===== config.mk =====
export PLATFORM = sky130hd
export DESIGN_NAME = mod_mult
export DESIGN_NICKNAME = d
export VERILOG_FILES = /design/src/rtl/mod_mult.sv
export SDC_FILE = /design/constraint.sdc
export NUM_CORES = 1
export LEC_CHECK = 0
export BUFFER_PORTS_ARGS = -buffer_cell sky130_fd_sc_hd__buf_4
export CAP_MARGIN = 40
export CORE_UTILIZATION = 60
export CTS_CLUSTER_DIAMETER = 200
export DETAILED_ROUTE_END_ITERATION = 16
export PLACE_DENSITY_LB_ADDON = 0.12
export SYNTH_ARGS = -nofsm -noshare
export SYNTH_HDL_FRONTEND = slang
export SYNTH_SLANG_ARGS = --single-unit

===== constraint.sdc =====
create_clock -name clk -period 9.6 [get_ports clk]
set_input_delay 1.92 -clock clk [delete_from_list [all_inputs] [get_ports clk]]
set_output_delay 1.92 -clock clk [all_outputs]
set_load 0.05 [all_outputs]

===== src/rtl/mod_mult.sv =====
// mod_mult: sequential interleaved (MSB-first shift-add) modular multiplier.
//   outC = (a * b) mod p, one multiplier bit per clock. The result appears
//   WIDTH rising edges after the capture edge.
//
// Ports:
//   clk      - system clock, all state on rising edge
//   rst_n    - asynchronous active-low reset
//   opselect - start request, sampled only while rdy=1
//   a, b     - operands, each must be < p
//   p        - modulus, must be >= 2
//   outC     - registered result, held until the next operation completes
//   rdy      - idle and able to accept opselect
//   done     - one-cycle pulse when outC/err update
//   err      - last operation had invalid operands
module mod_mult #(
  parameter int unsigned WIDTH = 32
) (
  input  logic             clk,
  input  logic             rst_n,
  input  logic             opselect,
  input  logic [WIDTH-1:0] a,
  input  logic [WIDTH-1:0] b,
  input  logic [WIDTH-1:0] p,
  output logic [WIDTH-1:0] outC,
  output logic             rdy,
  output logic             done,
  output logic             err
);

  localparam int unsigned CW = (WIDTH > 1) ? $clog2(WIDTH) : 1;

  typedef enum logic {StIdle, StRun} state_e;

  state_e           r_state, w_state_nxt;
  logic [WIDTH-1:0] r_a, w_a_nxt;
  logic [WIDTH-1:0] r_b, w_b_nxt;
  logic [WIDTH-1:0] r_p, w_p_nxt;
  logic [WIDTH-1:0] r_acc, w_acc_nxt;
  logic [CW-1:0]    r_idx, w_idx_nxt;
  logic [WIDTH-1:0] r_outc, w_outc_nxt;
  logic             r_done, w_done_nxt;
  logic             r_err, w_err_nxt;

  // Operand check is done on the values present at the capture edge,
  // which are exactly the values latched on that edge.
  logic w_invalid;
  assign w_invalid = (p[WIDTH-1:1] == '0) || (a >= p) || (b >= p);

  // One shift-add step, all in WIDTH+1 bits. Since r_acc < p and r_a < p,
  // neither 2R nor t+a can exceed 2p-1, so one conditional subtract each.
  logic [WIDTH:0]   w_p_ext;
  logic [WIDTH:0]   w_dbl;
  logic [WIDTH:0]   w_t1;
  logic [WIDTH:0]   w_sum;
  logic [WIDTH-1:0] w_t2;

  assign w_p_ext = {1'b0, r_p};
  assign w_dbl   = {r_acc, 1'b0};
  assign w_t1    = (w_dbl >= w_p_ext) ? (w_dbl - w_p_ext) : w_dbl;
  assign w_sum   = r_b[r_idx] ? (w_t1 + {1'b0, r_a}) : w_t1;
  assign w_t2    = (w_sum >= w_p_ext) ? WIDTH'(w_sum - w_p_ext) : WIDTH'(w_sum);

  always_comb begin
    w_state_nxt = r_state;
    w_a_nxt     = r_a;
    w_b_nxt     = r_b;
    w_p_nxt     = r_p;
    w_acc_nxt   = r_acc;
    w_idx_nxt   = r_idx;
    w_outc_nxt  = r_outc;
    w_err_nxt   = r_err;
    w_done_nxt  = 1'b0;
    unique case (r_state)
      StIdle: begin
        if (opselect) begin
          w_a_nxt = a;
          w_b_nxt = b;
          w_p_nxt = p;
          if (w_invalid) begin
            w_outc_nxt = '0;
            w_err_nxt  = 1'b1;
            w_done_nxt = 1'b1;
          end else begin
            w_acc_nxt   = '0;
            w_idx_nxt   = CW'(WIDTH - 1);
            w_state_nxt = StRun;
          end
        end
      end
      StRun: begin
        w_acc_nxt = w_t2;
        w_idx_nxt = r_idx - CW'(1);
        if (r_idx == '0) begin
          // err is only updated together with outC, on the done pulse.
          w_outc_nxt  = w_t2;
          w_err_nxt   = 1'b0;
          w_done_nxt  = 1'b1;
          w_state_nxt = StIdle;
        end
      end
      default: w_state_nxt = StIdle;
    endcase
  end

  always_ff @(posedge clk or negedge rst_n) begin
    if (!rst_n) begin
      r_state <= StIdle;
      r_a     <= '0;
      r_b     <= '0;
      r_p     <= '0;
      r_acc   <= '0;
      r_idx   <= '0;
      r_outc  <= '0;
      r_done  <= 1'b0;
      r_err   <= 1'b0;
    end else begin
      r_state <= w_state_nxt;
      r_a     <= w_a_nxt;
      r_b     <= w_b_nxt;
      r_p     <= w_p_nxt;
      r_acc   <= w_acc_nxt;
      r_idx   <= w_idx_nxt;
      r_outc  <= w_outc_nxt;
      r_done  <= w_done_nxt;
      r_err   <= w_err_nxt;
    end
  end

  assign outC = r_outc;
  assign rdy  = (r_state == StIdle);
  assign done = r_done;
  assign err  = r_err;

endmodule

== Word level (Yosys, flattened, before mapping) ==
Index checks and enable logic that the tools add are counted.

* Multiplexer cells: 27
* Eq/ne operators: 4
* Bitwise operators: 1
* Reductions and logical operators: 7
* $add $sub $neg: 4
* Order comparisons: 5

{| class="wikitable"
|+ Operators by type and width
! operator !! number
|-
| 32-bit two-way mux || 6
|-
| 32-bit case mux with 2 select lines || 2
|-
| 33-bit by 32-bit greater-or-equal comparator with 1-bit output || 2
|-
| 33-bit two-way mux || 2
|-
| 32-bit greater-or-equal comparator || 2
|-
| 33-bit by 32-bit adder with 33-bit output || 1
|-
| 33-bit by 32-bit subtractor with 33-bit output || 1
|-
| 32-bit subtractor || 1
|-
| 31-bit logical NOT || 1
|-
| 1-bit two-way mux || 10
|-
| 5-bit two-way mux || 2
|-
| 5-bit case mux with 2 select lines || 1
|-
| 5-bit by 6-bit < comparator with 1-bit output (second input constant) || 1
|-
| 1-bit case mux with 2 select lines || 3
|-
| 1-bit binary-select mux with 5-bit select || 1
|-
| 5-bit logical NOT || 1
|-
| 5-bit by 1-bit subtractor with 5-bit output (second input constant) || 1
|-
| 2-bit by 1-bit != test with 1-bit output (second input constant) || 2
|-
| 2-bit != test (second input constant) || 2
|-
| 2-bit AND reduction || 2
|-
| 3-bit AND reduction || 1
|-
| 1-bit logical OR || 2
|-
| 1-bit inverter || 1
|}

* Output and inout bits: 35
* Logic and storage cells: 57
* Register bits: 168
* Input bits: 99

== Depth between registers and ports, before layout ==
Gate-level depths: netlist of run 1.

* Word-level depth: 8
* Gate-level depth with buffers: 36
* Mapped depth without buffers: 32

== Least setup slack after synthesis of run 1 ==
No wires, ideal clock.

* Path kind: register to register
* Start: reg r_acc[3]
* End: reg r_outc[26], in the netlist outC[26]
* Stages on the path, launching flop included: 32
* Clock period less this slack: 7.204 ns
* Path buffers: 3
* Slack: 2.396 ns
* Library setup time: 0.121 ns
* Arrival time: 7.083 ns
* Required time: 9.479 ns
* Cell sequence: dfrtp_1 ha_1 a21o_1 or3_1 o211ai_2 a211oi_2 o21a_1 buf_2 nor2_1 clkbuf_1 nor2_1 ha_1 fa_1 a211oi_1 o21ai_2 o2111ai_2 o21bai_1 a31oi_1 xor2_1 nor2_1 a21o_1 ha_1 and4_1 o211ai_1 or3_1 o21ai_0 o211ai_1 a21oi_1 a2111o_1 buf_2 mux2_1 a22o_1

* Cells in the longest elaborated chain, start to end: 8
* Elaborated cells on any way between the ends: 10
* Classes of those cells: add/sub: 3; order compare: 2; mux: 5

{| class="wikitable"
|+ Ends and longest elaborated chain
! item !! RTL line !! text
|-
| from (decl) || 38 || <nowiki>logic [WIDTH-1:0] r_acc, w_acc_nxt;</nowiki>
|-
| from (signal assigned) || 121 || <nowiki>r_acc <= w_acc_nxt;</nowiki>
|-
| 33-bit by 32-bit subtractor with 33-bit output / 33-bit by 32-bit greater-or-equal comparator with 1-bit output (equally long branches) || 59 || <nowiki>assign w_t1 = (w_dbl >= w_p_ext) ? (w_dbl - w_p_ext) : w_dbl;</nowiki>
|-
| 33-bit two-way mux * || 59 ||
|-
| 33-bit by 32-bit adder with 33-bit output || 60 || <nowiki>assign w_sum = r_b[r_idx] ? (w_t1 + {1'b0, r_a}) : w_t1;</nowiki>
|-
| 33-bit two-way mux * || 60 ||
|-
| 32-bit subtractor / 33-bit by 32-bit greater-or-equal comparator with 1-bit output (equally long branches) || 61 || <nowiki>assign w_t2 = (w_sum >= w_p_ext) ? WIDTH'(w_sum - w_p_ext) : WIDTH'(w_sum);</nowiki>
|-
| 32-bit two-way mux * || 61 ||
|-
| 32-bit two-way mux * || 93 || <nowiki>if (r_idx == '0) begin</nowiki>
|-
| 32-bit case mux with 2 select lines * || 73 || <nowiki>unique case (r_state)</nowiki>
|-
| to (signal assigned) || 123 || <nowiki>r_outc <= w_outc_nxt;</nowiki>
|-
| to (decl) || 40 || <nowiki>logic [WIDTH-1:0] r_outc, w_outc_nxt;</nowiki>
|}

Mark *: on every way between the ends. The rest lies on a longest branch, timed or not. The select of a mux whose other input is x is not followed.
A chain may end at the register's enable or synchronous reset.

== Worst setup path in the final report of run 1 ==
* Start: reg r_acc[26]
* End: reg r_acc[12]

* Cells in the longest elaborated chain, start to end: 7
* Elaborated cells on any way between the ends: 9
* Classes of those cells: add/sub: 3; order compare: 2; mux: 4

{| class="wikitable"
|+ Ends and longest elaborated chain
! item !! RTL line
|-
| 33-bit by 32-bit subtractor with 33-bit output / 33-bit by 32-bit greater-or-equal comparator with 1-bit output (equally long branches) || 59
|-
| 33-bit two-way mux * || 59
|-
| 33-bit by 32-bit adder with 33-bit output || 60
|-
| 33-bit two-way mux * || 60
|-
| 33-bit by 32-bit greater-or-equal comparator with 1-bit output / 32-bit subtractor (equally long branches) || 61
|-
| 32-bit two-way mux * || 61
|-
| 32-bit case mux with 2 select lines * || 73
|}

Mark *: on every way between the ends. The rest lies on a longest branch, timed or not.

==> results of run 1 <==
-- area by class of cell --
type	count	area, um^2
inverter	95	356.6
clock inverter	15	196.4
multi-input combinational	1277	9657
timing repair buffer	156	1242
clock buffer	17	425.4
fill	1918	7062
sequential	168	4204
tap	319	399.1
-- layout by cell type (no fill, tap or decap), types with 16 or more instances in the layout --
cell type,Yosys,routed
ha_1,162,162
mux2i_1,25,25
a21o_1,56,56
o21ai_0,110,110
a22o_1,30,30
nand4_1,27,27
inv_1,95,95
buf_4,1,151
nand3_1,55,55
xnor2_1,48,48
nand2_1,134,134
a211oi_1,26,26
nor2_1,77,75
o21a_1,20,20
mux2_2,102,102
o211ai_1,16,16
nor3_1,25,25
clkbuf_16,0,17
dfrtp_1,168,168
xor2_1,30,30
a21oi_1,105,104
-- stage by stage --
stage / utilization (%) / std cells / worst slack [ns]
final: 70.00 / 2047 / 1.050
after global routing: 70.00 / 2047 / 0.4683
after CTS: 70.00 / 2047 / 1.148
after detailed placement: 67.36 / 2015 / 1.188
after global placement: 66.95 / 2011 / 1.182
after floorplan: - / 1601 / 2.396
-- flip-flops by register name (all words and copies together) (netlist names) --
| name | flops |
|---|---|
| r_a | 32 |
| r_acc | 32 |
| done | 1 |
| r_b | 32 |
| r_state | 1 |
| outC | 32 |
| r_p | 32 |
| r_idx | 5 |
| err | 1 |
-- worst max path at each step --
stage               cells after the start  slack, ns             startpoint               endpoint
finish                                 27       1.05  r_acc[26]$_DFFE_PN0P_  r_acc[12]$_DFFE_PN0P_
global route                           28       0.47  r_acc[22]$_DFFE_PN0P_  r_acc[12]$_DFFE_PN0P_
CTS                                    30       1.15     r_p[4]$_DFFE_PN0P_  r_acc[12]$_DFFE_PN0P_
detailed placement                     29       1.19  r_acc[22]$_DFFE_PN0P_  r_acc[12]$_DFFE_PN0P_
global placement                       28       1.18  r_acc[22]$_DFFE_PN0P_    outC[7]$_DFFE_PN0P_
floorplan                              31       2.40   r_acc[3]$_DFFE_PN0P_   outC[26]$_DFFE_PN0P_
-- per-layer routing --
layer  wire, um  GRT usage (%)  vias up
met3       2485          5.094      113
met4       2300          18.91        0
met2      21140          61.53      499
met1      18250          46.01     6421
li1           -              -     6175
met5          0              0        -
-- kinds of logic after synthesis --
| kind of cell | after synthesis | synth area share, % |
|---|---|---|
| AO/OA/AOI/OAI | 478 | 22.19 |
| XOR/XNOR | 78 | 4.727 |
| adder cells (fa/ha/maj) | 165 | 14.44 |
| buffers and inverters | 156 | 4.207 |
| flip-flops | 168 | 29.09 |
| multiplexers | 145 | 11.70 |
| AND/OR/NAND/NOR | 411 | 13.64 |
-- synth_stat cells, drive strengths merged, types with 4 or more instances --
library cell | n | share of area (%)
or2 | 8 | 0.35
or3 | 9 | 0.39
and4 | 5 | 0.30
a21boi | 5 | 0.26
a31oi | 15 | 0.65
a21oi | 105 | 3.6
nand2b | 12 | 0.52
ha | 162 | 14
a32oi | 4 | 0.24
buf | 17 | 0.59
mux4 | 8 | 1.2
a2111oi | 6 | 0.54
dfrtp | 168 | 29
mux2 | 112 | 8.7
nand2 | 134 | 3.5
nor4 | 15 | 0.65
o21bai | 10 | 0.52
a211o | 10 | 0.61
xnor2 | 48 | 2.9
clkbuf | 44 | 1.2
nor2b | 12 | 0.52
and2 | 10 | 0.43
a22o | 30 | 1.8
nor2 | 77 | 2.0
nand4 | 27 | 1.2
o31ai | 12 | 0.62
mux2i | 25 | 1.7
o2111ai | 6 | 0.41
xor2 | 30 | 1.8
o31a | 4 | 0.24
o21ai | 114 | 4.0
a211oi | 28 | 1.5
nand3 | 55 | 1.9
nor3 | 25 | 0.87
and3 | 13 | 0.56
inv | 95 | 2.5
o211ai | 17 | 0.92
a21o | 56 | 2.9
o21a | 20 | 1.0
-- critical path, stage by stage (launching register included) --
cell and delay, ns:
dfrtp_1 0.44, ha_1 0.49, and4_1 0.36, nand3_1 0.18
nor4_1 0.50, a211oi_2 0.08, nand2_1 0.45, mux2_2 0.41
ha_1 0.34, o21ai_0 0.27, a21oi_1 0.11, a21boi_0 0.28
o21ai_0 0.20, a21o_1 0.21, a21oi_1 0.18, xnor2_1 0.08
mux2_2 0.29, ha_1 0.40, and4_1 0.26, o211ai_1 0.09
or3_1 0.37, o21ai_0 0.49, o211ai_1 0.18, a21oi_1 0.32
a2111o_1 0.60, buf_8 0.25, mux2_1 0.36, a22o_1 0.20
==> summary.txt, run 1 <==
CP startpoint kind: flip-flop
Global-route wire length before repair: 68,570 um
Hold slack: 0.4868 ns
Hold_sp: outC[30]$_DFFE_PN0P_
Main synth FF type: dfrtp_1
GPL Wtd Cong: 1.026
Post-route clock period utilization: 89.07%
Fmax: 117.0 MHz
Worst Hold Class: flip-flop to flip-flop
CTS-repair resized insts: 0
Status: finished clean
WHS Endpoint: outC[30]$_DFFE_PN0P_
Sequential area share after synthesis: 29.09%
Syn Area/Cell: 9.027 um^2
Drt wl/cell: 21.58 um
Total congestion overflow: 0
Area grow syn2layout: 14.03%
Arrival time at the worst endpoint: 8.88 ns
Hold_buf cts: 0
Reg2reg start: r_acc[26]$_DFFE_PN0P_
Final Cell Area: 0.01648 mm^2
Share of layout cells above drive strength 1: 18.69%
Crit path required time: 9.93 ns
Die Area: 0.02471 mm^2
Core box area: 0.02354 mm^2
CTS tree: yes
FF-to-FF End: r_acc[12]$_DFFE_PN0P_
CP Max Fanout: 14
Die width: 157.2 um
Via density: 6.452
Syn nets: 1,865
Root Buffer Master: clkbuf_16
Max clock buf depth: 2
N_diodes: 0
Final wirelength: 44,170 um
Slew HR: 43.62%
Synth unique cells: 79
Worst Setup End Kind: flip-flop
Total clock buffers created by CTS: 17
Slew of the pin with the lowest slew margin: 0.8348 ns
MaxCap Viol Count: 0
Unrepaired setup endpoints after global routing: false
Via count: 13,210
I/O pin count: 134
Reg2reg path depth: 27
Pins Over Slew Limit: 0
GRT Total Usage: 36.67%
Row count: 56
Clk_lat worst skew: 0.45 ns
Setup_tns: 0 ns
ANT nets after route: 0
CTS clk-pin slew, worst paths: 0.08 ns
Final Setup Violations: 0
YS warnings: 0
Fin crit period: 8.550 ns
Final Hold Fails: 0
Clk sinks: 168
Placed instance area: 0.01586 mm^2
Async S/R FF share, synth: 100.0%
Initial core utilization: 61.39%
Chip height: 157.2 um
Hold path depth: 2
Starting DRT DRC Count: 1,097
Residual DRC: 0
Post-synthesis instance total: 1,601
Input/output buffers: 133
DR pass1 iterations: 5
Vias in the first global route: 12,660
HPWL after DPL: 34,850 um
Initial antenna violation count: 0
Synth Cell Area: 0.01445 mm^2
Pin count of the biggest net entering global routing: 69
Setup Skew: 0.01976 ns
Kind of critical path: flip-flop to flip-flop
Post-CTS setup buffer count: 0
Post-synthesis register bit count: 168
Flop-to-flop setup slack: 1.05 ns
Nets: 1,979
H-Tree Level Count: 4
EDFF count, synth: 0
Power of run 1 is left out: the tool's default activity adds up to more than one toggle a clock period on the data nets, which glitch-free logic cannot reach.
==> inputs of run 2 (changes only) <==
PLACE_DENSITY_LB_ADDON = 0.1   (was 0.12)
==> run 2 against run 1 <==
Cell count is essentially flat. Via count fell by 0.48%. Critical path type unchanged. Critical endpoint is now outC[12]$_DFFE_PN0P_. Sequential share of layout area rose by 0.12 points. Worst setup slack worse by 0.0088 ns.
==> summary.txt, run 2 (synthesis gave the netlist of run 1 again) <==
Clk_lat worst skew: 0.45 ns
HPWL after DPL: 35,140 um
Commonest non-fill, non-tap cell in the layout: dfrtp_1
Worst Setup End Kind: flip-flop
GPL Wtd Cong: 1.017
Fin crit period: 8.559 ns
Final wirelength: 44,580 um
Unrepaired setup endpoints after global routing: false
Final Hold Fails: 0
Drt wl/cell: 21.79 um
Residual DRC: 0
M2 GR Usage: 60.91%
Crit path required time: 9.92 ns
Fmax: 116.8 MHz
Max clock buf depth: 2
Grt peak-use layer: met2
Vias in the first global route: 12,660
Final Cell Area: 0.01640 mm^2
Total clock buffers created by CTS: 17
Starting DRT DRC Count: 1,186
Area grow syn2layout: 13.51%
Input/output buffers: 133
Most frequent cells in the layout: dfrtp_1, ha_1, buf_4
DR pass1 iterations: 5
N_diodes: 0
Setup_tns: 0 ns
Initial core utilization: 61.39%
Status: finished clean
Pins Over Slew Limit: 0
Die Area: 0.02471 mm^2
Final core occ: 69.68%
Root Buffer Master: clkbuf_16
Hold_sp: outC[30]$_DFFE_PN0P_
Clk sinks: 168
GRT met3 Usage: 5.562%
I/O pin count: 134
Die width: 157.2 um
Core box area: 0.02354 mm^2
CTS clk-pin slew, worst paths: 0.07 ns
Post-CTS setup buffer count: 0
Via density: 6.424
Arrival time at the worst endpoint: 8.88 ns
Slew HR: 43.76%
Post-route clock period utilization: 89.16%
Chip height: 157.2 um
Via count: 13,140
Global-route wire length before repair: 68,490 um
CP startpoint kind: flip-flop
Reg2reg start: r_acc[26]$_DFFE_PN0P_
Slew of the pin with the lowest slew margin: 0.8330 ns
H-Tree Level Count: 4
Nets: 1,978
CTS-repair resized insts: 0
ANT nets after route: 0
Share of layout cells above drive strength 1: 18.59%
CP startpoint: r_acc[26]$_DFFE_PN0P_
Routing usage on met1: 45.77%
MaxCap Viol Count: 0
Setup Skew: 0.01851 ns
Final Setup Violations: 0
CP Max Fanout: 18
Flop-to-flop setup slack: 1.04 ns
Initial antenna violation count: 0
CTS tree: yes
Placed instance area: 0.01584 mm^2
Pin count of the biggest net entering global routing: 73
Row count: 56
GRT Total Usage: 36.80%
Total congestion overflow: 0
Hold_buf cts: 0
Kind of critical path: flip-flop to flip-flop
Worst Hold Class: flip-flop to flip-flop
==> run 2: cell types whose count changed in the layout (fill, tap and decap cells not counted), moves of 2 or more <==
| cell | change |
|---|---|
| inv_12 | -2 |
| inv_6 | +3 |
| clkinv_2 | +2 |
| clkinv_8 | -4 |
==> run 2: metal layers <==
layer | vias up | part of all wire (%) | wire length, um
li1 | 6179 | - | -
met3 | 149 | 5.9 | 2625
met5 | - | 0 | 0
met1 | 6292 | 41 | 18350
met4 | 0 | 5.8 | 2582
met2 | 524 | 47 | 21020
==> run 2: area by class of cell <==
type / instances / area, um^2
sequential: 168 / 4204
tap: 319 / 399.1
fill: 1954 / 7138
multi-input combinational: 1277 / 9657
clock inverter: 14 / 131.4
timing repair buffer: 155 / 1227
inverter: 95 / 356.6
clock buffer: 18 / 429.2
==> run 2: worst paths after layout <==
kind,endpoint,depth (start not counted)
worst max-delay path,outC[12]$_DFFE_PN0P_,27
worst min-delay path,outC[30]$_DFFE_PN0P_,2
worst max register to register,outC[12]$_DFFE_PN0P_,27
worst min register to register,outC[30]$_DFFE_PN0P_,2
max in group asynchronous,outC[3]$_DFFE_PN0P_,2
min in group asynchronous,r_b[31]$_DFFE_PN0P_,1
==> run 2: metrics by stage <==
step | std cells | hold slack [ns] | worst slack, ns
2_1_floorplan | 1601 | 0.4610 | 2.396
3_3_place_gp | 2011 | 0.4676 | 1.079
3_5_place_dp | 2014 | 0.4695 | 1.280
4_1_cts | 2046 | 0.4879 | 1.241
5_1_grt | 2046 | 0.5175 | 0.5596
6_report | 2046 | 0.4874 | 1.041
==> run 2: critical path, stage by stage (launching register included) <==
cell,delay [ns]
dfrtp_1,0.44
ha_1,0.48
and4_1,0.34
nand3_1,0.21
nor4_1,0.43
o21a_1,0.56
nor3_1,0.16
a21oi_1,0.32
ha_1,0.32
a211oi_1,0.31
o211ai_1,0.19
a21boi_0,0.31
o21ai_0,0.20
a21o_1,0.22
a21oi_1,0.18
xnor2_1,0.09
mux2_2,0.30
ha_1,0.39
and4_1,0.25
o211ai_1,0.09
or3_1,0.37
o21ai_0,0.47
o211ai_1,0.18
a21oi_1,0.31
a2111o_1,0.49
buf_16,0.23
mux2_1,0.37
a22o_1,0.19
Power of run 2 is left out for the same reason.
==> inputs of run 3 (changes only) <==
CORE_UTILIZATION = 45   (was 60)
==> run 3 against run 2 <==
Cell count increased by 4.0%. Sequential share of layout area shrank 0.24 points. Worst hold slack lost 0.0018 ns. First-iteration DRC count down 13%. Global-route usage down 7.1 points. Routed wire length rose by 7.5%. Count of clock-buffer cells in the layout unchanged. Design area is 0.96% higher. Die area up 33%. Utilization is 17 points lower. Maximum frequency decreased by 2.8%. Critical path depth increased by 1.
==> summary.txt, run 3 (synthesis gave the netlist of run 1 again) <==
Drt wl/cell: 22.52 um
GPL Wtd Cong: 0.9479
CTS-repair resized insts: 0
Row count: 65
Unrepaired setup endpoints after global routing: false
Slew of the pin with the lowest slew margin: 0.8310 ns
Total clock buffers created by CTS: 17
Initial antenna violation count: 0
Max clock buf depth: 2
CP startpoint kind: flip-flop
Die Area: 0.03284 mm^2
Reg2reg path depth: 28
I/O pin count: 134
MaxCap Viol Count: 0
Starting DRT DRC Count: 1,026
Final wirelength: 47,930 um
Largest stage delay, worst path: 0.70 ns
GRT Total Usage: 29.66%
DR pass1 iterations: 5
Final Hold Fails: 0
Chip height: 181.2 um
Global-route wire length before repair: 73,980 um
Worst Setup End Kind: flip-flop
Slowest cell on crit path: a2111oi_2
Post-CTS setup buffer count: 0
Area grow syn2layout: 14.60%
H-Tree Level Count: 4
Fmax: 113.6 MHz
Vias in the first global route: 12,810
HPWL after DPL: 37,920 um
Core box area: 0.03156 mm^2
ANT nets after route: 0
Crit path required time: 9.95 ns
Total congestion overflow: 0
Clk sinks: 168
Hold_buf cts: 0
Commonest non-fill, non-tap cell in the layout: dfrtp_1
Setup Skew: 0.01274 ns
Share of layout cells above drive strength 1: 18.54%
Slew HR: 43.89%
Setup_tns: 0 ns
Clk_lat worst skew: 0.46 ns
Input/output buffers: 133
Residual DRC: 0
Most frequent cells in the layout: dfrtp_1, ha_1, buf_4
Root Buffer Master: clkbuf_16
Hold path depth: 2
CTS clk-pin slew, worst paths: 0.07 ns
Nets: 1,977
Die width: 181.2 um
Final Setup Violations: 0
Worst Hold Class: flip-flop to flip-flop
N_diodes: 0
Pins Over Slew Limit: 0
Kind of critical path: flip-flop to flip-flop
Fin crit period: 8.804 ns
Via count: 12,850
Initial core utilization: 45.80%
Via density: 6.038
CTS tree: yes
Arrival time at the worst endpoint: 9.15 ns
Pin count of the biggest net entering global routing: 70
CP Max Fanout: 23
Post-route clock period utilization: 91.71%
Status: finished clean
-- run 3: critical path, delay by kind of cell, from the launching register on --
family / cells / cell delay (ns)
AO/OA/AOI/OAI: 11 / 3.38
XOR/XNOR: 1 / 0.21
adder cells (fa/ha/maj): 3 / 1.18
buffers and inverters: 3 / 0.82
flip-flops: 1 / 0.42
multiplexers: 2 / 0.77
AND/OR/NAND/NOR: 8 / 1.87
-- run 3: per-layer routing --
layer	up-vias	routed length [um]	track usage [%]
li1	6180	-	-
met1	6267	20770	36.54
met2	315	23470	51.12
met3	87	1930	5.059
met4	0	1748	12.24
met5	-	0	0
-- run 3: area by class of cell --
cell class                 count  area [um^2]
fill                        2957        14990
multi-input combinational   1277         9657
sequential                   168         4204
timing repair buffer         154         1225
tap                          402        503.0
clock buffer                  18        429.2
inverter                      95        356.6
clock inverter                14        187.7
-- run 3: final timing paths --
kind | start | end | slack (ns)
max in group asynchronous | rst_n | r_acc[5]$_DFFE_PN0P_ | 7.35
worst min-delay path | outC[13]$_DFFE_PN0P_ | outC[13]$_DFFE_PN0P_ | 0.49
worst min register to register | outC[13]$_DFFE_PN0P_ | outC[13]$_DFFE_PN0P_ | 0.49
worst max register to register | r_acc[3]$_DFFE_PN0P_ | r_acc[9]$_DFFE_PN0P_ | 0.80
min in group asynchronous | rst_n | r_a[29]$_DFFE_PN0P_ | 1.36
worst max-delay path | r_acc[3]$_DFFE_PN0P_ | r_acc[9]$_DFFE_PN0P_ | 0.80
-- run 3: stage by stage --
step           instances  util [%]  hold WS [ns]  setup slack (ns)  area [um^2]
5_1_grt             2128     52.49        0.5106            0.2577        16560
2_1_floorplan       1601         -        0.4610             2.396        14450
6_report            2128     52.49        0.4857            0.7958        16560
3_5_place_dp        2096     50.53        0.4727             1.016        15950
4_1_cts             2128     52.49        0.4901            0.9505        16560
3_3_place_gp        2094     50.36        0.4644            0.8852        15890
Power of run 3 is left out for the same reason.
